<file path="config.mk">
export PLATFORM = sky130hd
export DESIGN_NAME = pll_reset_sequencer_flat
export DESIGN_NICKNAME = d
export VERILOG_FILES = /design/src/rtl/pll_seq_pkg.sv /design/src/rtl/pll_reset_sequencer_if.sv /design/src/rtl/sync_2ff.sv /design/src/rtl/pll_reset_sequencer.sv /design/src/flat_wrapper.sv
export SDC_FILE = /design/constraint.sdc
export NUM_CORES = 1
export LEC_CHECK = 0
export CAP_MARGIN = 5
export CORE_ASPECT_RATIO = 0.75
export CORE_MARGIN = 5
export CORE_UTILIZATION = 45
export CTS_BUF_LIST = sky130_fd_sc_hd__clkbuf_8 sky130_fd_sc_hd__clkbuf_16
export DETAILED_ROUTE_END_ITERATION = 16
export GPL_ROUTABILITY_DRIVEN = 0
export HOLD_SLACK_MARGIN = 0.06
export SETUP_SLACK_MARGIN = 0.2
export SYNTH_ARGS = -nofsm -noshare
export SYNTH_HDL_FRONTEND = slang
export SYNTH_SLANG_ARGS = --single-unit
</file>
<file path="constraint.sdc">
create_clock -name clk -period 6.3 [get_ports clk]
set_input_delay 1.26 -clock clk [delete_from_list [all_inputs] [get_ports clk]]
set_output_delay 1.26 -clock clk [all_outputs]
set_load 0.02 [all_outputs]
</file>
<file path="src/rtl/pll_seq_pkg.sv">
`default_nettype none
// +----------------------------------------------------------------------+
// | pll_seq_pkg : states and default timing for the PLL reset sequencer  |
// | Rev 1.0                                                               |
// +----------------------------------------------------------------------+
package pll_seq_pkg;

   typedef enum logic [2:0] {
      ST_RST       = 3'd0,
      ST_WAIT_LOCK = 3'd1,
      ST_EN_CLK    = 3'd2,
      ST_RELEASE   = 3'd3,
      ST_RUN       = 3'd4
   } seq_state_e;

   // Defaults assume the 50 MHz reference clock.
   localparam int C_RST_CYCLES    = 100;
   localparam int C_LOCK_STABLE   = 1024;
   localparam int C_LOCK_TIMEOUT  = 500000;
   localparam int C_EN_GAP        = 16;
   localparam int C_RELEASE_DELAY = 256;
   localparam int C_RETRY_W       = 4;

   function automatic int max_of(input int a, input int b);
      return (a > b) ? a : b;
   endfunction

endpackage
`default_nettype wire

</file>
<file path="src/rtl/pll_reset_sequencer_if.sv">
`default_nettype none
// +----------------------------------------------------------------------+
// | pll_reset_sequencer_if : PLL control, DDR reset and status bundle    |
// | Rev 1.0                                                               |
// +----------------------------------------------------------------------+
interface pll_reset_sequencer_if
   import pll_seq_pkg::*;
#(
   parameter int RETRY_W = C_RETRY_W
);
   logic               pll_lock;
   logic               soft_rst;
   logic               err_clr;
   logic               pll_reset;
   logic               pll_enclk0;
   logic               pll_enclk2;
   logic               ddr_rst_n;
   logic               init_ready;
   logic               lock_err;
   logic [RETRY_W-1:0] retry_cnt;

   modport master (
      input  pll_lock, soft_rst, err_clr,
      output pll_reset, pll_enclk0, pll_enclk2, ddr_rst_n, init_ready, lock_err, retry_cnt
   );

   modport slave (
      output pll_lock, soft_rst, err_clr,
      input  pll_reset, pll_enclk0, pll_enclk2, ddr_rst_n, init_ready, lock_err, retry_cnt
   );
endinterface
`default_nettype wire

</file>
<file path="src/rtl/sync_2ff.sv">
`default_nettype none
// +----------------------------------------------------------------------+
// | sync_2ff : generic 1-bit two-flop synchronizer, async low reset      |
// | Rev 1.0                                                               |
// +----------------------------------------------------------------------+
module sync_2ff (
   input  logic clk,
   input  logic rst_n,
   input  logic d_i,
   output logic q_o
);
   logic meta_q;
   logic sync_q;

   always_ff @(posedge clk or negedge rst_n) begin
      if (!rst_n) begin
         meta_q <= 1'b0;
         sync_q <= 1'b0;
      end else begin
         meta_q <= d_i;
         sync_q <= meta_q;
      end
   end

   assign q_o = sync_q;
endmodule
`default_nettype wire

</file>
<file path="src/rtl/pll_reset_sequencer.sv">
`default_nettype none
// +----------------------------------------------------------------------+
// | pll_reset_sequencer : PLL reset / lock qualification / DDR release   |
// | Rev 1.0                                                               |
// +----------------------------------------------------------------------+
module pll_reset_sequencer
   import pll_seq_pkg::*;
#(
   parameter int RST_CYCLES    = C_RST_CYCLES,
   parameter int LOCK_STABLE   = C_LOCK_STABLE,
   parameter int LOCK_TIMEOUT  = C_LOCK_TIMEOUT,
   parameter int EN_GAP        = C_EN_GAP,
   parameter int RELEASE_DELAY = C_RELEASE_DELAY,
   parameter int RETRY_W       = C_RETRY_W
)(
   input  logic                  clk,
   input  logic                  rst_n,
   pll_reset_sequencer_if.master bus
);
   localparam int CNT_MAX = max_of(max_of(max_of(RST_CYCLES, LOCK_STABLE),
                                          max_of(EN_GAP, RELEASE_DELAY)), LOCK_TIMEOUT);
   localparam int CNT_W   = (CNT_MAX > 1) ? $clog2(CNT_MAX) : 1;

   localparam logic [CNT_W-1:0]   C_RST_LAST    = CNT_W'(RST_CYCLES - 1);
   localparam logic [CNT_W-1:0]   C_STABLE_LAST = CNT_W'(LOCK_STABLE - 1);
   localparam logic [CNT_W-1:0]   C_TMO_LAST    = CNT_W'(LOCK_TIMEOUT - 1);
   localparam logic [CNT_W-1:0]   C_GAP_LAST    = CNT_W'(EN_GAP - 1);
   localparam logic [CNT_W-1:0]   C_REL_LAST    = CNT_W'(RELEASE_DELAY - 1);
   localparam logic [RETRY_W-1:0] C_RETRY_MAX   = '1;

   logic               rst_s;
   logic               lock_s;
   logic               lock_fault;
   seq_state_e         state_q, state_d;
   logic [CNT_W-1:0]   cnt_q, cnt_d;
   logic [CNT_W-1:0]   tmo_q, tmo_d;
   logic [RETRY_W-1:0] retry_q, retry_d;
   logic               err_q, err_d;
   logic               pll_reset_q, pll_reset_d;
   logic               en0_q, en0_d;
   logic               en2_q, en2_d;
   logic               ddr_rst_n_q, ddr_rst_n_d;
   logic               ready_q, ready_d;

   sync_2ff u_rst_sync  (.clk(clk), .rst_n(rst_n), .d_i(1'b1),         .q_o(rst_s));
   sync_2ff u_lock_sync (.clk(clk), .rst_n(rst_n), .d_i(bus.pll_lock), .q_o(lock_s));

   always_comb begin
      state_d    = state_q;
      cnt_d      = cnt_q + 1'b1;
      tmo_d      = '0;
      lock_fault = 1'b0;
      case (state_q)
         ST_RST: begin
            if (!rst_s || bus.soft_rst) cnt_d = '0;
            else if (cnt_q == C_RST_LAST) state_d = ST_WAIT_LOCK;
         end
         ST_WAIT_LOCK: begin
            // Lock qualification is checked before timeout so a tie favours lock.
            tmo_d = tmo_q + 1'b1;
            if (bus.soft_rst) begin
               state_d = ST_RST;
            end else if (lock_s && (cnt_q == C_STABLE_LAST)) begin
               state_d = ST_EN_CLK;
            end else if (tmo_q == C_TMO_LAST) begin
               state_d    = ST_RST;
               lock_fault = 1'b1;
            end else if (!lock_s) begin
               cnt_d = '0;
            end
         end
         ST_EN_CLK, ST_RELEASE: begin
            if (!lock_s) begin
               state_d    = ST_RST;
               lock_fault = 1'b1;
            end else if (bus.soft_rst) begin
               state_d = ST_RST;
            end else if ((state_q == ST_EN_CLK) && (cnt_q == C_GAP_LAST)) begin
               state_d = ST_RELEASE;
            end else if ((state_q == ST_RELEASE) && (cnt_q == C_REL_LAST)) begin
               state_d = ST_RUN;
            end
         end
         ST_RUN: begin
            cnt_d = '0;
            if (!lock_s) begin
               state_d    = ST_RST;
               lock_fault = 1'b1;
            end else if (bus.soft_rst) begin
               state_d = ST_RST;
            end
         end
         default: state_d = ST_RST;
      endcase

      if (state_d != state_q) begin
         cnt_d = '0;
         tmo_d = '0;
      end

      // Outputs decode the next state so they switch on the same edge as the FSM.
      pll_reset_d = (state_d == ST_RST);
      en2_d       = state_d inside {ST_EN_CLK, ST_RELEASE, ST_RUN};
      en0_d       = state_d inside {ST_RELEASE, ST_RUN};
      ddr_rst_n_d = (state_d == ST_RUN);
      ready_d     = (state_d == ST_RUN);
      retry_d     = (lock_fault && (retry_q != C_RETRY_MAX)) ? retry_q + 1'b1 : retry_q;
      err_d       = lock_fault | (err_q & ~bus.err_clr);
   end

   always_ff @(posedge clk or negedge rst_n) begin
      if (!rst_n) begin
         state_q     <= ST_RST;
         cnt_q       <= '0;
         tmo_q       <= '0;
         retry_q     <= '0;
         err_q       <= 1'b0;
         pll_reset_q <= 1'b1;
         en0_q       <= 1'b0;
         en2_q       <= 1'b0;
         ddr_rst_n_q <= 1'b0;
         ready_q     <= 1'b0;
      end else begin
         state_q     <= state_d;
         cnt_q       <= cnt_d;
         tmo_q       <= tmo_d;
         retry_q     <= retry_d;
         err_q       <= err_d;
         pll_reset_q <= pll_reset_d;
         en0_q       <= en0_d;
         en2_q       <= en2_d;
         ddr_rst_n_q <= ddr_rst_n_d;
         ready_q     <= ready_d;
      end
   end

   assign bus.pll_reset  = pll_reset_q;
   assign bus.pll_enclk0 = en0_q;
   assign bus.pll_enclk2 = en2_q;
   assign bus.ddr_rst_n  = ddr_rst_n_q;
   assign bus.init_ready = ready_q;
   assign bus.lock_err   = err_q;
   assign bus.retry_cnt  = retry_q;
endmodule
`default_nettype wire

</file>
<file path="src/flat_wrapper.sv">
// flat-port wrapper written by rule: the top's interface ports become plain ports
module pll_reset_sequencer_flat import pll_seq_pkg::*;
#(
   parameter int RST_CYCLES    = C_RST_CYCLES,
   parameter int LOCK_STABLE   = C_LOCK_STABLE,
   parameter int LOCK_TIMEOUT  = C_LOCK_TIMEOUT,
   parameter int EN_GAP        = C_EN_GAP,
   parameter int RELEASE_DELAY = C_RELEASE_DELAY,
   parameter int RETRY_W       = C_RETRY_W
)
  (clk, rst_n, bus_pll_lock, bus_soft_rst, bus_err_clr, bus_pll_reset, bus_pll_enclk0, bus_pll_enclk2, bus_ddr_rst_n, bus_init_ready, bus_lock_err, bus_retry_cnt);
  pll_reset_sequencer_if #(.RETRY_W(RETRY_W)) bus_i ();
  input  logic clk;
  input  logic rst_n;
  input wire logic [$bits(bus_i.pll_lock)-1:0] bus_pll_lock;
  input wire logic [$bits(bus_i.soft_rst)-1:0] bus_soft_rst;
  input wire logic [$bits(bus_i.err_clr)-1:0] bus_err_clr;
  output wire logic [$bits(bus_i.pll_reset)-1:0] bus_pll_reset;
  output wire logic [$bits(bus_i.pll_enclk0)-1:0] bus_pll_enclk0;
  output wire logic [$bits(bus_i.pll_enclk2)-1:0] bus_pll_enclk2;
  output wire logic [$bits(bus_i.ddr_rst_n)-1:0] bus_ddr_rst_n;
  output wire logic [$bits(bus_i.init_ready)-1:0] bus_init_ready;
  output wire logic [$bits(bus_i.lock_err)-1:0] bus_lock_err;
  output wire logic [$bits(bus_i.retry_cnt)-1:0] bus_retry_cnt;
  assign bus_i.pll_lock = bus_pll_lock;
  assign bus_i.soft_rst = bus_soft_rst;
  assign bus_i.err_clr = bus_err_clr;
  assign bus_pll_reset = bus_i.pll_reset;
  assign bus_pll_enclk0 = bus_i.pll_enclk0;
  assign bus_pll_enclk2 = bus_i.pll_enclk2;
  assign bus_ddr_rst_n = bus_i.ddr_rst_n;
  assign bus_init_ready = bus_i.init_ready;
  assign bus_lock_err = bus_i.lock_err;
  assign bus_retry_cnt = bus_i.retry_cnt;
  pll_reset_sequencer #(.RST_CYCLES(RST_CYCLES), .LOCK_STABLE(LOCK_STABLE), .LOCK_TIMEOUT(LOCK_TIMEOUT), .EN_GAP(EN_GAP), .RELEASE_DELAY(RELEASE_DELAY), .RETRY_W(RETRY_W)) u_core (.clk(clk), .rst_n(rst_n), .bus(bus_i));
endmodule
</file>
==> impl_metrics.json, run 1 <==
{
  "syn2layout_area_growth_pct": 10.41,
  "cts-htree-levels": 2,
  "clock_sinks": 54,
  "start_kind": "primary input",
  "ctsResizeCount": 0,
  "hp-start": "u_core.u_lock_sync.meta_q",
  "irDropWorstVdd_v": 0.00009588,
  "antenna_cells": 0,
  "vias": 2078,
  "intPower_w": 0.0004411,
  "drt_iter0_markers": 114,
  "grt_util_met2_pct": 20.89,
  "p_sw_w": 0.0001261,
  "r2r_cells": 5,
  "hpwl_um": 3829,
  "layout_commonest_cell": "dfrtp_1",
  "pin_count": 15,
  "p_per_area_mw_per_mm2": 185.0,
  "path_clk_slew_ns": 0.09,
  "p_sw_share_pct": 22.24,
  "fin_area_mm2": 0.003065,
  "drive_gt1_share_pct": 6.993,
  "period_needed_ns": 3.425,
  "layout_common_cells": "dfrtp_1, nor2_1, nor4_1",
  "clkPwrFrac_pct": 35.6,
  "synthArstFlopShare_pct": 100.0,
  "synthCells": 272,
  "routed_wl_um": 5570,
  "rsz0062_at_grt": "no",
  "synthAdderAreaFrac_pct": 1.352,
  "grtUsageMet3_pct": 3.100,
  "finalPower_w": 0.0005672,
  "ys.flop_type": "dfrtp_1",
  "slew_viol_final": 0,
  "fmax_ghz": 0.2920,
  "clockBufferDepth": 2,
  "synth-simple-area-share_pct": 28.44,
  "cp.arrival_ns": 3.58,
  "worstSetupPathType": "primary input to flop",
  "fillers": 544,
  "wl_per_cell_um": 15.30,
  "r2r_start": "u_core.tmo_q[6]",
  "busiest_layer": "met1",
  "setup_tns_ns": 0,
  "worstReg2RegEnd": "u_core.cnt_q[1]",
  "cts_hold_repair.buffers": 0,
  "die_w_um": 100.7,
  "synth_edf_count": 0,
  "use_met1_pct": 25.33,
  "ys_seq_area_share_pct": 48.72,
  "syn_area_mm2": 0.002776,
  "required_ns": 6.45,
  "antenna_found_initial": 0,
  "status": "finished, final reports clean",
  "clk_latency_ns": 0.31,
  "start_util_pct": 46.93,
  "setup_viol": 0,
  "period_share_pct": 54.36,
  "synth_top_family_by_area": "simple AND/OR/NAND/NOR gates",
  "worst_pin_slew_ns": 0.8754,
  "pwr-share-comb_pct": 2.7,
  "ys_ff_latch": 54,
  "synth_compound_area_share_pct": 6.760,
  "sequentialPowerShare_pct": 61.7,
  "die_h_um": 78.03,
  "cp-end-kind": "flop",
  "row_count": 24,
  "routed_via_density": 5.709,
  "grt_max_degree": 55,
  "fin_skew_ns": 0.01231,
  "post_dp_cell_area_mm2": 0.002970,
  "syn-num-nets": 280,
  "grt_first_pass_wirelength_um": 9936,
  "postCtsSetupBuffers": 0,
  "track_usage_pct": 15.66,
  "drtAntennaViolNets": 0,
  "globalRouteOverflowTotal": 0,
  "hold_path.class": "flop to flop",
  "synthMuxAreaShare_pct": 1.217,
  "cts_tree": "yes",
  "hold_viol": 0,
  "hold_path_end": "u_core.u_lock_sync.q_o",
  "core_area_mm2": 0.005916,
  "nets": 293,
  "grt_pass1_vias": 1983,
  "avgSynthCellArea_um2": 10.21,
  "synth-xor-area-share_pct": 11.04,
  "power.leakage_nw": 1.237,
  "path_max_fanout": 19,
  "drtPass1Iterations": 4,
  "dieArea_mm2": 0.007857,
  "hold_depth": 0,
  "drv_cap": 0,
  "drc": 0,
  "cts_root_buf": "clkbuf_8",
  "port_buffers": 14,
  "synth_cell_types": 47,
  "r2r_slack_ns": 3.37,
  "cts_buffers": 5,
  "synth_warnings": 0,
  "slew_headroom_pct": 41.45
}
[cell usage after synthesis, types with 6 or more instances]
master / n / area, um^2
and3_1: 10 / 62.56
xor2_1: 19 / 166.4
nand2_1: 15 / 56.30
xnor2_1: 16 / 140.1
nor2_1: 31 / 116.4
clkbuf_1: 6 / 22.52
nand3_1: 14 / 70.07
nor4_1: 21 / 131.4
nand4_1: 12 / 75.07
dfrtp_1: 53 / 1326
nor3_1: 7 / 35.03
[flip-flops by register name, indices dropped and copies added (netlist names)]
| signal | cells |
|---|---|
| u_core.bus.pll_enclk0 | 1 |
| u_core.bus.pll_reset | 1 |
| u_core.bus.pll_enclk2 | 1 |
| u_core.u_rst_sync.q_o | 1 |
| u_core.bus.lock_err | 1 |
| u_core.state_q | 3 |
| u_core.u_rst_sync.meta_q | 1 |
| u_core.tmo_q | 19 |
| u_core.bus.ddr_rst_n | 1 |
| u_core.bus.retry_cnt | 4 |
| u_core.u_lock_sync.meta_q | 1 |
| u_core.u_lock_sync.q_o | 1 |
| u_core.cnt_q | 19 |
[kinds of logic (layout without fill, tap and decap cells)]
| logic type | after synthesis | count (layout) |
|---|---|---|
| XOR/XNOR | 35 | 35 |
| AND/OR/NAND/NOR | 140 | 140 |
| buffers and inverters | 14 | 28 |
| flip-flops | 54 | 54 |
| adder cells (fa/ha/maj) | 3 | 3 |
| multiplexers | 3 | 3 |
| other | 1 | 1 |
| AO/OA/AOI/OAI | 22 | 22 |
[worst max-delay path, cell delays in order]
cell             delay (ns)
clkdlybuf4s50_1        0.50
nor4bb_1               0.47
nand4_1                0.16
a2111oi_0              0.45
a211o_1                0.60
nor4_1                 0.14
[layout make-up]
| class | count | area (um^2) | share of cell area, % |
|---|---|---|---|
| multi-input combinational | 204 | 1359 | 44.33 |
| sequential | 54 | 1353 | 44.12 |
| timing repair buffer | 15 | 142.6 | 4.653 |
| tap | 78 | 97.59 | 3.184 |
| clock buffer | 6 | 82.58 | 2.694 |
| inverter | 5 | 18.77 | 0.6122 |
| clock inverter | 2 | 12.51 | 0.4082 |
[stage by stage]
step | setup slack (ns) | cells | utilization (%) | hold WS [ns]
floorplan | 3.318 | 272 | - | 0.3312
global placement | 2.533 | 356 | 50.21 | 0.3311
detailed placement | 2.538 | 356 | 50.21 | 0.3425
CTS | 2.869 | 364 | 51.82 | 0.3643
global route | 2.591 | 364 | 51.82 | 0.3776
finish | 2.875 | 364 | 51.82 | 0.3581
[per-layer routing]
metal | part of all wire, % | routed length, um
met1 | 55 | 3088
met2 | 39 | 2187
met3 | 4.2 | 232
met4 | 1.1 | 61
met5 | 0 | 0
[how the worst max path moves through the flow]
stage	startpoint	to	slack, ns	depth (start not counted)
global route	bus_soft_rst	u_core.cnt_q[16]	2.59	6
finish	bus_soft_rst	u_core.cnt_q[9]	2.88	6
CTS	bus_soft_rst	u_core.tmo_q[3]	2.87	5
floorplan	bus_soft_rst	u_core.cnt_q[10]	3.32	7
global placement	bus_soft_rst	u_core.tmo_q[7]	2.53	5
detailed placement	bus_soft_rst	u_core.tmo_q[18]	2.54	5
[power by group through the flow]
stage	combinational (W)	sequential, W	clock [W]
after global placement	0.0000157	0.000357	0
after global routing	0.0000181	0.000351	0.000226
after CTS	0.0000160	0.000350	0.000209
after detailed placement	0.0000160	0.000357	0
after floorplan	0.00000491	0.000356	0
final	0.0000153	0.000350	0.000202
(Power assumes the default switching activity.)
==> inputs of run 2 (changes only) <==
==> constraint.sdc (replaced) <==
create_clock -name clk -period 3.2 [get_ports clk]
set_input_delay 0.64 -clock clk [delete_from_list [all_inputs] [get_ports clk]]
set_output_delay 0.64 -clock clk [all_outputs]
set_load 0.02 [all_outputs]
==> impl_metrics.json, run 2 (same netlist as run 1, synthesis figures left out) <==
{
  "slew_viol_final": 0,
  "start_util_pct": 46.93,
  "setup_viol": 0,
  "crit_family": "simple AND/OR/NAND/NOR gates",
  "start_kind": "flop",
  "setup_ws_ns": 0.6139,
  "path_max_fanout": 5,
  "p_per_area_mw_per_mm2": 405.5,
  "pin_count": 15,
  "dieArea_mm2": 0.007857,
  "grt_pass1_vias": 1931,
  "r2r_cells": 5,
  "die_w_um": 100.7,
  "drtPass1Iterations": 4,
  "layout_common_cells": "dfrtp_1, nor2_1, nor4_1",
  "row_count": 24,
  "die_h_um": 78.03,
  "slowest_delay_ns": 0.58,
  "cp.arrival_ns": 2.78,
  "core_area_mm2": 0.005916,
  "hpwl_um": 3918,
  "track_usage_pct": 15.67,
  "fin_skew_ns": 0.006147,
  "wl_per_cell_um": 14.89,
  "routed_wl_um": 5465,
  "cts-htree-levels": 2,
  "fmax_ghz": 0.3867,
  "drt_iter0_markers": 83,
  "cts_root_buf": "clkbuf_8",
  "setup_tns_ns": 0,
  "irDropWorstVdd_v": 0.0002199,
  "hold_path.class": "primary input to asynchronous set/reset pin",
  "antenna_cells": 0,
  "port_buffers": 14,
  "crit_slowest_cell": "or4_4",
  "critical_path.cell_chain": "or4b_1 -> or4_4 -> a2111oi_4 -> o21ai_0 -> mux2_2",
  "status": "finished, final reports clean",
  "hold_viol": 0,
  "crit_buf_inv": 0,
  "globalRouteOverflowTotal": 0,
  "syn2layout_area_growth_pct": 12.93,
  "clock_sinks": 54,
  "drv_cap": 0,
  "cp-end-kind": "flop",
  "required_ns": 3.40,
  "grt_max_degree": 31,
  "crit_cells": 5,
  "vias": 2071,
  "routed_via_density": 5.643,
  "slew_headroom_pct": 47.72,
  "clk_latency_ns": 0.31,
  "layout_commonest_cell": "dfrtp_1",
  "nets": 296,
  "cts_hold_repair.buffers": 0,
  "ctsResizeCount": 0,
  "grt_first_pass_wirelength_um": 9853,
  "worstSetupPathType": "flop to flop",
  "post-place-ws_ns": 0.3674,
  "cts_tree": "yes",
  "drtAntennaViolNets": 0,
  "worst_pin_slew_ns": 0.7841,
  "drive_gt1_share_pct": 7.958,
  "path_clk_slew_ns": 0.09,
  "antenna_found_initial": 0,
  "postCtsSetupBuffers": 0,
  "period_needed_ns": 2.586,
  "period_share_pct": 80.81,
  "power.leakage_nw": 1.277,
  "cts_buffers": 5,
  "rsz0062_at_grt": "no",
  "clockBufferDepth": 2,
  "drc": 0
}
-- run 2: worst register-to-register path, delay by kind of cell, from the launching register on --
family	cells	cell delay [ns]
and+or+nand+nor	2	1.12
AOI/OAI and AO/OA	2	0.61
DFF	1	0.44
muxes	1	0.31
-- run 2: worst paths after layout --
kind                                                end                      from  slack, ns
worst max-delay path            u_core.bus.retry_cnt[1]           u_core.tmo_q[6]       0.61
worst max register to register  u_core.bus.retry_cnt[1]           u_core.tmo_q[6]       0.61
max in group asynchronous          u_core.bus.pll_reset                     rst_n       2.09
worst min register to register    u_core.u_rst_sync.q_o  u_core.u_rst_sync.meta_q       0.36
worst min-delay path                   u_core.cnt_q[12]                     rst_n       0.30
min in group clk                  u_core.u_rst_sync.q_o  u_core.u_rst_sync.meta_q       0.36
-- run 2: final cells by class --
type	instances	area, um^2
fill	539	2780
multi-input combinational	204	1359
sequential	54	1353
timing repair buffer	18	165.2
tap	78	97.59
clock buffer	6	82.58
clock inverter	2	60.06
inverter	5	18.77
-- run 2: report_power, final --
| part | internal (W) | total, W | switching, W |
|---|---|---|---|
| clock | 0.000333 | 0.000553 | 0.000219 |
| combinational | 0.00000845 | 0.0000298 | 0.0000214 |
| sequential | 0.000685 | 0.000689 | 0.00000348 |
-- run 2: metrics by stage --
step           hold WS, ns  instance area (um^2)  instances  total power (W)  util, %
3_5_place_dp        0.3363                  2993        359        0.0007340    50.59
6_report            0.2982                  3136        367         0.001272    53.00
5_1_grt             0.3574                  3136        367         0.001329    53.00
3_3_place_gp        0.3328                  2993        359        0.0007336    50.59
4_1_cts             0.3212                  3136        367         0.001291    53.00
2_1_floorplan       0.3312                  2776        272        0.0007110        -
-- run 2: per-layer routing --
layer	part of all wire [%]	track usage [%]
met5	0	0
met4	1.1	4.172
met3	6.6	3.720
met2	40	19.78
met1	53	25.96
